### src/rtl/adc_captura_if.sv
// Signal bundle between the ADC capture block and its surroundings: the ADC serial pins,
// the capture enable and the sample handed to the filter stage.
interface adc_captura_if;
    logic        En;
    logic        Data_In;
    logic        Cs_n;
    logic        Sclk;
    logic [11:0] Data_Out;
    logic        Tx_Listo;
    logic        Frame_Err;

    modport master (
        input  En,
        input  Data_In,
        output Cs_n,
        output Sclk,
        output Data_Out,
        output Tx_Listo,
        output Frame_Err
    );

    modport slave (
        output En,
        output Data_In,
        input  Cs_n,
        input  Sclk,
        input  Data_Out,
        input  Tx_Listo,
        input  Frame_Err
    );
endinterface

### src/rtl/adc_captura.sv
// Serial ADC capture: runs one 16-SCLK frame per sample tick on a 12-bit AD7476-class ADC
// and hands each 12-bit sample to the next stage with a one-cycle strobe.
module adc_captura #(
    parameter int unsigned CLK_DIV    = 4,
    parameter int unsigned SAMPLE_DIV = 1134
) (
    input logic          Clk,
    input logic          Rst,
    adc_captura_if.master bus
);

    localparam int unsigned DivW = (CLK_DIV > 1) ? $clog2(CLK_DIV) : 1;
    localparam int unsigned SmpW = (SAMPLE_DIV > 1) ? $clog2(SAMPLE_DIV) : 1;
    localparam logic [DivW-1:0] DivLast = DivW'(CLK_DIV - 1);
    localparam logic [SmpW-1:0] SmpLast = SmpW'(SAMPLE_DIV - 1);

    typedef enum logic [1:0] {StIdle, StConv, StDone} state_e;

    state_e          state_q, state_d;
    logic [SmpW-1:0] smp_cnt_q, smp_cnt_d;
    logic [DivW-1:0] div_cnt_q, div_cnt_d;
    logic [4:0]      bit_cnt_q, bit_cnt_d;
    logic [15:0]     shift_q, shift_d;
    logic            cs_n_q, cs_n_d;
    logic            sclk_q, sclk_d;
    logic [11:0]     data_q, data_d;
    logic            listo_q, listo_d;
    logic            ferr_q, ferr_d;
    logic            tick;

    assign tick = (smp_cnt_q == SmpLast);

    always_ff @(posedge Clk or negedge Rst) begin
        if (!Rst) begin
            state_q   <= StIdle;
            smp_cnt_q <= '0;
            div_cnt_q <= '0;
            bit_cnt_q <= '0;
            shift_q   <= '0;
            cs_n_q    <= 1'b1;
            sclk_q    <= 1'b1;
            data_q    <= '0;
            listo_q   <= 1'b0;
            ferr_q    <= 1'b0;
        end else begin
            state_q   <= state_d;
            smp_cnt_q <= smp_cnt_d;
            div_cnt_q <= div_cnt_d;
            bit_cnt_q <= bit_cnt_d;
            shift_q   <= shift_d;
            cs_n_q    <= cs_n_d;
            sclk_q    <= sclk_d;
            data_q    <= data_d;
            listo_q   <= listo_d;
            ferr_q    <= ferr_d;
        end
    end

    always_comb begin
        state_d   = state_q;
        smp_cnt_d = tick ? '0 : smp_cnt_q + SmpW'(1);
        div_cnt_d = div_cnt_q;
        bit_cnt_d = bit_cnt_q;
        shift_d   = shift_q;
        cs_n_d    = cs_n_q;
        sclk_d    = sclk_q;
        data_d    = data_q;
        listo_d   = 1'b0;
        ferr_d    = 1'b0;

        unique case (state_q)
            StIdle: begin
                cs_n_d = 1'b1;
                sclk_d = 1'b1;
                if (tick && bus.En) begin
                    state_d   = StConv;
                    cs_n_d    = 1'b0;
                    div_cnt_d = '0;
                    bit_cnt_d = '0;
                end
            end
            StConv: begin
                if (bit_cnt_q == 5'd16) begin
                    state_d = StDone;
                    cs_n_d  = 1'b1;
                    sclk_d  = 1'b1;
                    data_d  = shift_q[11:0];
                    listo_d = 1'b1;
                    ferr_d  = |shift_q[15:12];
                end else if (div_cnt_q == DivLast) begin
                    div_cnt_d = '0;
                    sclk_d    = ~sclk_q;
                    // Sample on the edge that raises SCLK; data was launched on the prior fall.
                    if (!sclk_q) begin
                        shift_d   = {shift_q[14:0], bus.Data_In};
                        bit_cnt_d = bit_cnt_q + 5'd1;
                    end
                end else begin
                    div_cnt_d = div_cnt_q + DivW'(1);
                end
            end
            StDone: begin
                state_d = StIdle;
            end
            default: begin
                state_d = StIdle;
            end
        endcase
    end

    assign bus.Cs_n      = cs_n_q;
    assign bus.Sclk      = sclk_q;
    assign bus.Data_Out  = data_q;
    assign bus.Tx_Listo  = listo_q;
    assign bus.Frame_Err = ferr_q;

endmodule

### src/flat_wrapper.sv
// flat-port wrapper written by rule: the top's interface ports become plain ports
module adc_captura_flat 
#(
    parameter int unsigned CLK_DIV    = 4,
    parameter int unsigned SAMPLE_DIV = 1134
)
  (Clk, Rst, bus_En, bus_Data_In, bus_Cs_n, bus_Sclk, bus_Data_Out, bus_Tx_Listo, bus_Frame_Err);
  adc_captura_if bus_i ();
  input logic Clk;
  input logic Rst;
  input wire logic [$bits(bus_i.En)-1:0] bus_En;
  input wire logic [$bits(bus_i.Data_In)-1:0] bus_Data_In;
  output wire logic [$bits(bus_i.Cs_n)-1:0] bus_Cs_n;
  output wire logic [$bits(bus_i.Sclk)-1:0] bus_Sclk;
  output wire logic [$bits(bus_i.Data_Out)-1:0] bus_Data_Out;
  output wire logic [$bits(bus_i.Tx_Listo)-1:0] bus_Tx_Listo;
  output wire logic [$bits(bus_i.Frame_Err)-1:0] bus_Frame_Err;
  assign bus_i.En = bus_En;
  assign bus_i.Data_In = bus_Data_In;
  assign bus_Cs_n = bus_i.Cs_n;
  assign bus_Sclk = bus_i.Sclk;
  assign bus_Data_Out = bus_i.Data_Out;
  assign bus_Tx_Listo = bus_i.Tx_Listo;
  assign bus_Frame_Err = bus_i.Frame_Err;
  adc_captura #(.CLK_DIV(CLK_DIV), .SAMPLE_DIV(SAMPLE_DIV)) u_core (.Clk(Clk), .Rst(Rst), .bus(bus_i));
endmodule
### config.mk
export PLATFORM = sky130hd
export DESIGN_NAME = adc_captura_flat
export DESIGN_NICKNAME = d
export VERILOG_FILES = /design/src/rtl/adc_captura_if.sv /design/src/rtl/adc_captura.sv /design/src/flat_wrapper.sv
export SDC_FILE = /design/constraint.sdc
export NUM_CORES = 1
export LEC_CHECK = 0
export ABC_AREA = 1
export CORE_ASPECT_RATIO = 0.5
export CORE_UTILIZATION = 25
export DETAILED_ROUTE_END_ITERATION = 6
export PLACE_DENSITY_LB_ADDON = 0.2
export SLEW_MARGIN = 20
export SYNTH_ARGS = -nofsm -noshare
export SYNTH_HDL_FRONTEND = slang
export SYNTH_SLANG_ARGS = --single-unit
### constraint.sdc
create_clock -name Clk -period 1.6 [get_ports Clk]
set_input_delay 0.32 -clock Clk [delete_from_list [all_inputs] [get_ports Clk]]
set_output_delay 0.32 -clock Clk [all_outputs]
set_load 0.1 [all_outputs]
==> out/metrics.sh, run 1 <==
ROWS=24
LAYOUT.NETS=290
IO_BUFFERS=19
POST-PLACE-CELLS=404
ROUTE.FINAL.WIRE_LENGTH_UM=4460
PLACE_AREA_UM2=2940
COUNT_OF_PINS_OVER_THEIR_SLEW_LIMIT=0
TIMING.CRITICAL_PATH.SLOWEST_STAGE_CELL='sky130_fd_sc_hd__dfrtp_1'
SHARE_OF_LAYOUT_CELLS_ABOVE_DRIVE_STRENGTH_1_PCT=25.2
VDD_IR_DROP_MAX_mV=0.418
NUMBER_OF_SYNTHESIZED_REGISTER_BITS=52
SYN2LAYOUT_AREA_GROWTH_PCT=27.6
CELL_TYPES_OCCUPYING_THE_MOST_AREA_AFTER_SYNTHESIS='sky130_fd_sc_hd__dfrtp_1 (52%), sky130_fd_sc_hd__nand2_1 (8.4%), sky130_fd_sc_hd__inv_1 (4.8%)'
CTS-HOLD-FIX-BUFFERS=0
MAX_CAP_VIOL_COUNT=0
TIMING.CRITICAL_PATH.MODE_CELL='sky130_fd_sc_hd__nand2_1'
HTREEDEPTH=2
ANTENNA_FOUND_INITIAL=0
TIGHTESTPINTRANSITION_NS=0.353
LAYOUT.CELL_AREA.NON_FILLER_UM2=3090
TIMING.REG2REG.SETUP_SLACK_NS=0.16
SYNTH.TOP_CELL.AREA_SHARE_PCT=51.7
DESIGN.CORE.AREA_UM2=9040
TIMING.FMAX_GHz=0.693
MIN_PATH_TYPE='primary input to asynchronous set/reset pin'
NUMBER_OF_FAILING_SETUP_ENDPOINTS_IN_THE_FINAL_TIMING_REPORT=0
CRIT_TYPE='flip-flop to flip-flop'
FINAL-HOLD-VIOLATION-COUNT=0
DETAIL-ROUTE-ANTENNA-NETS=0
CLOCK_INSERTION_DELAY_WORST_SKEW_NS=0.28
UNREPAIRED_SETUP_ENDPOINTS_AFTER_GLOBAL_ROUTING='false'
CTS.REPORTEDPATHS.CLKPINSLEW_NS=0.07
RELSLEWSLACK_PCT=76.5
SYNTH_TOP_AREA_CELL='sky130_fd_sc_hd__dfrtp_1'
MIN_PERIOD_NS=1.44
MAPPEDNETLISTNETS=263
POST_SYNTH_INSTANCE_AREA_UM2=2420
FINAL_MIN_PERIOD_OVER_CLOCK_PERIOD_PCT=90.2
DESIGN.PORTCOUNT=20
CP_DATA_ARRIVAL_TIME_NS=1.62
CTS_MAX_PATH_BUFFERS=2
POSTLAYOUTCOREUTIL_PCT=34.2
INITIAL_CORE_UTIL_PCT=26.8
CTS_ROOT_BUF='sky130_fd_sc_hd__clkbuf_16'
CTS.SINKS=52
FINALCLOCKSKEW_NS=0.00336
WL_PER_CELL_UM=10.8
GR-TOTAL-OVERFLOW=0
REPORT.POWER.TOTAL_mW=2.46
CRIT_PATH_CELL_TRACE='inv_1, ha_1, nand2_1, nor2_2, nand4_4, nand2_4, nand2_4, nand2_1, nand2_1'
START_KIND='flip-flop'
NETLIST-CELL-TYPE-COUNT=30
DIODES=0
GRT_MAX_DEGREE=33
ROUTABILITYCONGESTION=0.781
LEAKAGEPOWER_nW=1.43
TIMING.CRITICAL_PATH.MAX_DELAY_FAMILY='simple AND/OR/NAND/NOR gates'
R2R_END='u_core.bit_cnt_q[2]'
SYNTHESIS.INSTANCES=254
DRC=0
FLOORPLAN.DIE_AREA_UM2=10100
FINAL_LAYOUT_WORST_HOLD_SLACK_NS=0.0403
YOSYSWARNINGS=0
TIMING.CRITICAL_PATH.FANOUT_MAX=8
DRTITER0DRC=81
LAYOUTNONFILLERINSTCOUNT=412
DIE_WIDTH_UM=141
SYNTH.AVG_CELL_AREA_UM2=9.53
CRIT_PATH_MAX_INCR_DELAY_NS=0.41
STATUS='complete, no violations'
DRT_FIRST_PASS_ITERS=4
CELLPOWERDENSITY_nW_PER_UM2=796
GRT_FIRST_PASS_WIRELENGTH_UM=7920
FF2FF_PATH_DEPTH=9
DIE_H_UM=71.6
GR_USAGE_TOTAL_PCT=9.80
WORST_SETUP_PATH_END_KIND='flip-flop'
VIA_COUNT_OF_THE_FIRST_GLOBAL_ROUTING_PASS=1713
TRITONCTS='done'
DRT-VIAS-PER-INSTANCE=4.11
CRITICAL_PATH.REG2REG.STARTPOINT='u_core.smp_cnt_q[1]'
HPWLAFTERDP_UM=3140
REQUIRED_NS=1.78
SYNTH_SEQ_AREA_SHARE_PCT=53.9
DETAILROUTE.VIA_COUNT=1693
WORSTPATHBUFFERINVERTERCOUNT=1
CTS_BUFFERS=5
state kept, by name (all words and copies together), names as in the netlist:
name / count
u_core.shift_q: 16
u_core.bus.Tx_Listo: 1
u_core.bus.Sclk: 1
u_core.bit_cnt_q: 5
u_core.bus.Cs_n: 1
u_core.div_cnt_q: 2
u_core.bus.Frame_Err: 1
u_core.smp_cnt_q: 11
u_core.bus.Data_Out: 12
u_core.state_q: 2
synthesized netlist by cell type, drive strengths merged:
master and instances:
clkinv 1, nor2 22, a31oi 1, dfrtp 50
inv 34, xor2 3, nand3 15, dfstp 2
ha 5, nand2 66, nand4 4, buf 5
o21ai 27, nor3 8, a21oi 9, o22ai 1
and3 1
how the worst max path moves through the flow:
stage	slack, ns	depth (start not counted)	end	start
detailed placement	-0.02	7	u_core.bus.Data_Out[2]	u_core.bit_cnt_q[1]
global placement	0.06	7	u_core.bus.Data_Out[1]	u_core.bit_cnt_q[1]
global route	0.03	9	u_core.bit_cnt_q[1]	u_core.smp_cnt_q[1]
floorplan	0.07	5	u_core.shift_q[13]	u_core.bus.Sclk
CTS	0.15	9	u_core.bit_cnt_q[2]	u_core.smp_cnt_q[1]
finish	0.16	9	u_core.bit_cnt_q[2]	u_core.smp_cnt_q[1]
cell families (layout without fill, tap and decap cells):
group / count (synthesis) / after routing / synth area share [%]
AO/OA/AOI/OAI: 38 / 38 / 10.4
XOR/XNOR: 3 / 3 / 1.09
flip-flops: 52 / 52 / 53.9
buffers and inverters: 40 / 68 / 7.60
AND/OR/NAND/NOR: 116 / 116 / 24.4
adder cells (fa/ha/maj): 5 / 5 / 2.58
power breakdown:
part           leakage, nW  internal [mW]  switching, mW  total, mW
Combinational        0.689         0.0135         0.0373     0.0509
Clock               0.0766          0.617          0.462       1.08
Sequential           0.666           1.32        0.00440       1.33
per-stage QoR:
| stage | worst slack (ns) | TNS [ns] |
|---|---|---|
| finish | 0.156 | 0 |
| global route | 0.0270 | 0 |
| CTS | 0.146 | 0 |
| detailed placement | -0.0228 | -0.0300 |
| global placement | 0.0648 | 0 |
| floorplan | 0.0654 | 0 |
area by class of cell:
class,instances,area [µm²]
multi-input combinational,162,933
sequential,52,1300
inverter,35,138
tap,130,163
fill,919,5950
clock buffer,6,139
clock inverter,2,10.0
timing repair buffer,25,403
layer usage:
metal | vias to the layer above | routed length (µm) | part of all wire, % | global-route usage (%)
li1 | 865 | - | - | -
met1 | 802 | 2280 | 51 | 12.8
met2 | 22 | 2020 | 45 | 16.0
met3 | 4 | 119 | 2.7 | 2.47
met4 | 0 | 39 | 0.88 | 3.26
met5 | - | 0 | 0 | 0
placed cells by master, fill, tap and decap left out, drive strengths merged:
cell type,Yosys,routed
a21oi,9,9
a31oi,1,1
and3,1,1
buf,5,23
clkbuf,0,6
clkdlybuf4s50,0,2
clkinv,1,3
dfrtp,50,50
dfstp,2,2
ha,5,5
inv,34,34
nand2,66,66
nand3,15,15
nand4,4,4
nor2,22,22
nor3,8,8
o21ai,27,27
o22ai,1,1
xor2,3,3
repair_timing:
item / CTS / global route
endpoints found under the hold margin: 0 / 0
buffers inserted: 0 / 0
resized for setup: 1 / 0
endpoints found under the setup margin: 5 / 0
No activity file was read; power rests on OpenSTA's default activity.
==> inputs of run 2 (changes only) <==
- CORE_UTILIZATION: 25 -> 57
==> run 2 against run 1 <==
  * First-iteration DRC count decreased by 32%
  * Clock-buffer cell count unchanged
  * Total power decreased by 5.2%
  * Critical path depth unchanged
  * Non-clock buffer count decreased by 2
  * Combinational power increased by 5.9%
  * Maximum frequency decreased by 2.3%
  * Global-route usage increased by 12 points
  * Clock power decreased by 12%
  * Final area decreased by 3.9%
  * Final cell count decreased by 19%
  * Flip-flop and latch count unchanged
==> out/metrics.sh, run 2 (same netlist as run 1, synthesis figures left out) <==
POST-CTS-SETUP-BUFFERS=0  # unchanged
POSTLAYOUTCOREUTIL_PCT=74.5  # +40 points
CRITICAL_PATH.REG2REG.STARTPOINT='u_core.smp_cnt_q[1]'
ROUTE.FINAL.WIRE_LENGTH_UM=4330  # -2.9%
TIGHTESTPINTRANSITION_NS=0.345  # -0.00813 ns
MOSTFREQUENTLAYOUTCELL='sky130_fd_sc_hd__nand2_1'
CTS.SINKS=52  # unchanged
WORSTPATHBUFFERINVERTERCOUNT=1  # unchanged
GRT_FIRST_PASS_WIRELENGTH_UM=7200  # -9.1%
CTS_ROOT_BUF='sky130_fd_sc_hd__clkbuf_8'
DETAIL-ROUTE-ANTENNA-NETS=0  # unchanged
FINAL-HOLD-VIOLATION-COUNT=0  # unchanged
GR_USAGE_TOTAL_PCT=22.0  # +12 points
SHARE_OF_LAYOUT_CELLS_ABOVE_DRIVE_STRENGTH_1_PCT=24.6  # -0.53 points
SINK_OF_THE_WORST_HOLD_PATH='u_core.smp_cnt_q[10]'
DRT_FIRST_PASS_ITERS=4  # unchanged
CRIT_TYPE='flip-flop to flip-flop'
WORST_SETUP_PATH_END_KIND='flip-flop'
DRT-VIAS-PER-INSTANCE=5.15  # +25%
TIMING.CRITICAL_PATH.FANOUT_MAX=8  # unchanged
NUMBER_OF_FLIP_FLOPS_IN_THE_LARGEST_REGISTER=16  # unchanged
SETUP_TNS_NS=0  # unchanged
GRT_MAX_DEGREE=53  # +61%
INITIAL_CORE_UTIL_PCT=60.8  # +34 points
HOLD_PATH_STARTPOINT='u_core.smp_cnt_q[10]'
STATUS='complete, no violations'
TIMING.CRITICAL_PATH.SLOWEST_STAGE_CELL='sky130_fd_sc_hd__dfrtp_1'
TIMING.CRITICAL_PATH.MODE_CELL='sky130_fd_sc_hd__nand2_1'
FF2FF_PATH_DEPTH=9  # unchanged
DIE_WIDTH_UM=94.2  # -33%
REQUIRED_NS=1.80  # +0.02 ns
PLACE_AREA_UM2=2830  # -3.6%
SYN2LAYOUT_AREA_GROWTH_PCT=22.6
CLOCK_INSERTION_DELAY_WORST_SKEW_NS=0.31  # +0.03 ns
HOLD_DEPTH=1
TIMING.CRITICAL_PATH.MAX_DELAY_FAMILY='simple AND/OR/NAND/NOR gates'
HPWLAFTERDP_UM=3090  # -1.8%
CTS_BUFFERS=5  # unchanged
TIMING.FMAX_GHz=0.677  # -2.3%
DRTITER0DRC=55  # -32%
CELLPOWERDENSITY_nW_PER_UM2=785  # -1.3%
START_KIND='flip-flop'
MIN_PERIOD_NS=1.48  # +0.0341 ns
ROUTABILITYCONGESTION=0.791  # +1.2%
FINALCLOCKSKEW_NS=0.0105  # +0.00719 ns
WL_PER_CELL_UM=13.0  # +20%
DIODES=0  # unchanged
FINAL_MIN_PERIOD_OVER_CLOCK_PERIOD_PCT=92.4  # +2.1 points
CTS.REPORTEDPATHS.CLKPINSLEW_NS=0.10  # +0.03 ns
GR-TOTAL-OVERFLOW=0  # unchanged
DESIGN.CORE.AREA_UM2=3980  # -56%
HTREEDEPTH=2  # unchanged
COUNT_OF_PINS_OVER_THEIR_SLEW_LIMIT=0  # unchanged
RELSLEWSLACK_PCT=77.0  # +0.54 points
DESIGN.PORTCOUNT=20  # unchanged
UNREPAIRED_SETUP_ENDPOINTS_AFTER_GLOBAL_ROUTING='false'
ANTENNA_FOUND_INITIAL=0  # unchanged
LAYOUT.NETS=288  # -0.69%
DIE_H_UM=48.1  # -33%
MOST-COMMON-LAYOUT-CELLS='sky130_fd_sc_hd__nand2_1 (54), sky130_fd_sc_hd__dfrtp_1 (50), sky130_fd_sc_hd__inv_1 (31)'
VIA_COUNT_OF_THE_FIRST_GLOBAL_ROUTING_PASS=1608  # -6.1%
LAYOUT.CELL_AREA.NON_FILLER_UM2=2970  # -3.9%
NUMBER_OF_FAILING_SETUP_ENDPOINTS_IN_THE_FINAL_TIMING_REPORT=0  # unchanged
DETAILROUTE.VIA_COUNT=1719  # +1.5%
ROWS=16  # -33%
CP_DATA_ARRIVAL_TIME_NS=1.68  # +0.06 ns
CRIT_PATH_CELL_TRACE='inv_1, ha_1, nand2_1, nor2_2, nand4_4, nand2_4, nand2_4, nand2_1, nand2_1'
MAX_CAP_VIOL_COUNT=0  # unchanged
LEAKAGEPOWER_nW=1.41  # -1.6%
R2R_END='u_core.bit_cnt_q[1]'
VDD_IR_DROP_MAX_mV=0.388  # -7.3%
DRC=0  # unchanged
MAX_FLOP_REGISTER='u_core.shift_q'
MIN_PATH_TYPE='flip-flop to flip-flop'
TRITONCTS='done'
CTS_MAX_PATH_BUFFERS=2  # unchanged
TIMING.REG2REG.SETUP_SLACK_NS=0.12  # -0.03 ns
FLOORPLAN.DIE_AREA_UM2=4530  # -55%
CRIT_PATH_MAX_INCR_DELAY_NS=0.42  # about the same
IO_BUFFERS=19  # unchanged
FINAL_LAYOUT_WORST_HOLD_SLACK_NS=0.467  # +0.427 ns
## run 2: changes by cell type in the layout (fill, tap and decap cells not counted)
cell and change:
sky130_fd_sc_hd__bufinv_16 +1, sky130_fd_sc_hd__buf_4 -4, sky130_fd_sc_hd__buf_12 +1, sky130_fd_sc_hd__clkinv_2 -2, sky130_fd_sc_hd__clkbuf_8 +5, sky130_fd_sc_hd__dlygate4sd3_1 +1, sky130_fd_sc_hd__ha_1 -1, sky130_fd_sc_hd__clkinv_4 +1
sky130_fd_sc_hd__clkbuf_16 -5, sky130_fd_sc_hd__ha_2 +1
## run 2: area by class of cell
| class | instances | area [µm²] |
|---|---|---|
| Sequential cell | 52 | 1300 |
| Fill cell | 288 | 1010 |
| Multi-Input combinational cell | 162 | 936 |
| Timing Repair Buffer | 23 | 403 |
| Inverter | 35 | 138 |
| Clock buffer | 6 | 82.6 |
| Tap cell | 54 | 67.6 |
| Clock inverter | 2 | 38.8 |
## run 2: timing repair
item,in CTS,in global routing
hold buffers,1,0
pin swaps,0,0
endpoints found under the setup margin,1,1
cloned,0,0
endpoints found under the hold margin,7,0
resized for setup,1,1
## run 2: stage by stage
step           power [mW]  instances  setup WS, ns
2_1_floorplan        1.36        254        0.0654
3_3_place_gp         1.41        325         0.114
3_5_place_dp         1.41        325        0.0191
4_1_cts              2.35        334         0.113
5_1_grt              2.41        334       0.00122
6_report             2.33        334         0.122
## run 2: how the worst max path moves through the flow
stage,start,to,cells after the start
floorplan,u_core.bus.Sclk,u_core.shift_q[13],5
finish,u_core.smp_cnt_q[1],u_core.bit_cnt_q[1],9
global placement,u_core.bit_cnt_q[1],u_core.bus.Data_Out[2],7
CTS,u_core.smp_cnt_q[1],u_core.bit_cnt_q[1],9
detailed placement,u_core.bit_cnt_q[1],u_core.bus.Data_Out[3],7
global route,u_core.smp_cnt_q[0],u_core.smp_cnt_q[10],6
## run 2: where the power goes
group,internal [mW],leakage (nW),switching (mW),total [mW]
logic,0.0170,0.681,0.0369,0.0539
clock network,0.512,0.0614,0.438,0.950
registers,1.32,0.666,0.00427,1.33
## run 2: layer usage
metal	routed length [µm]	track usage [%]
met4	24	6.46
met2	2250	41.4
met1	1940	26.0
met5	0	0
met3	109	5.71
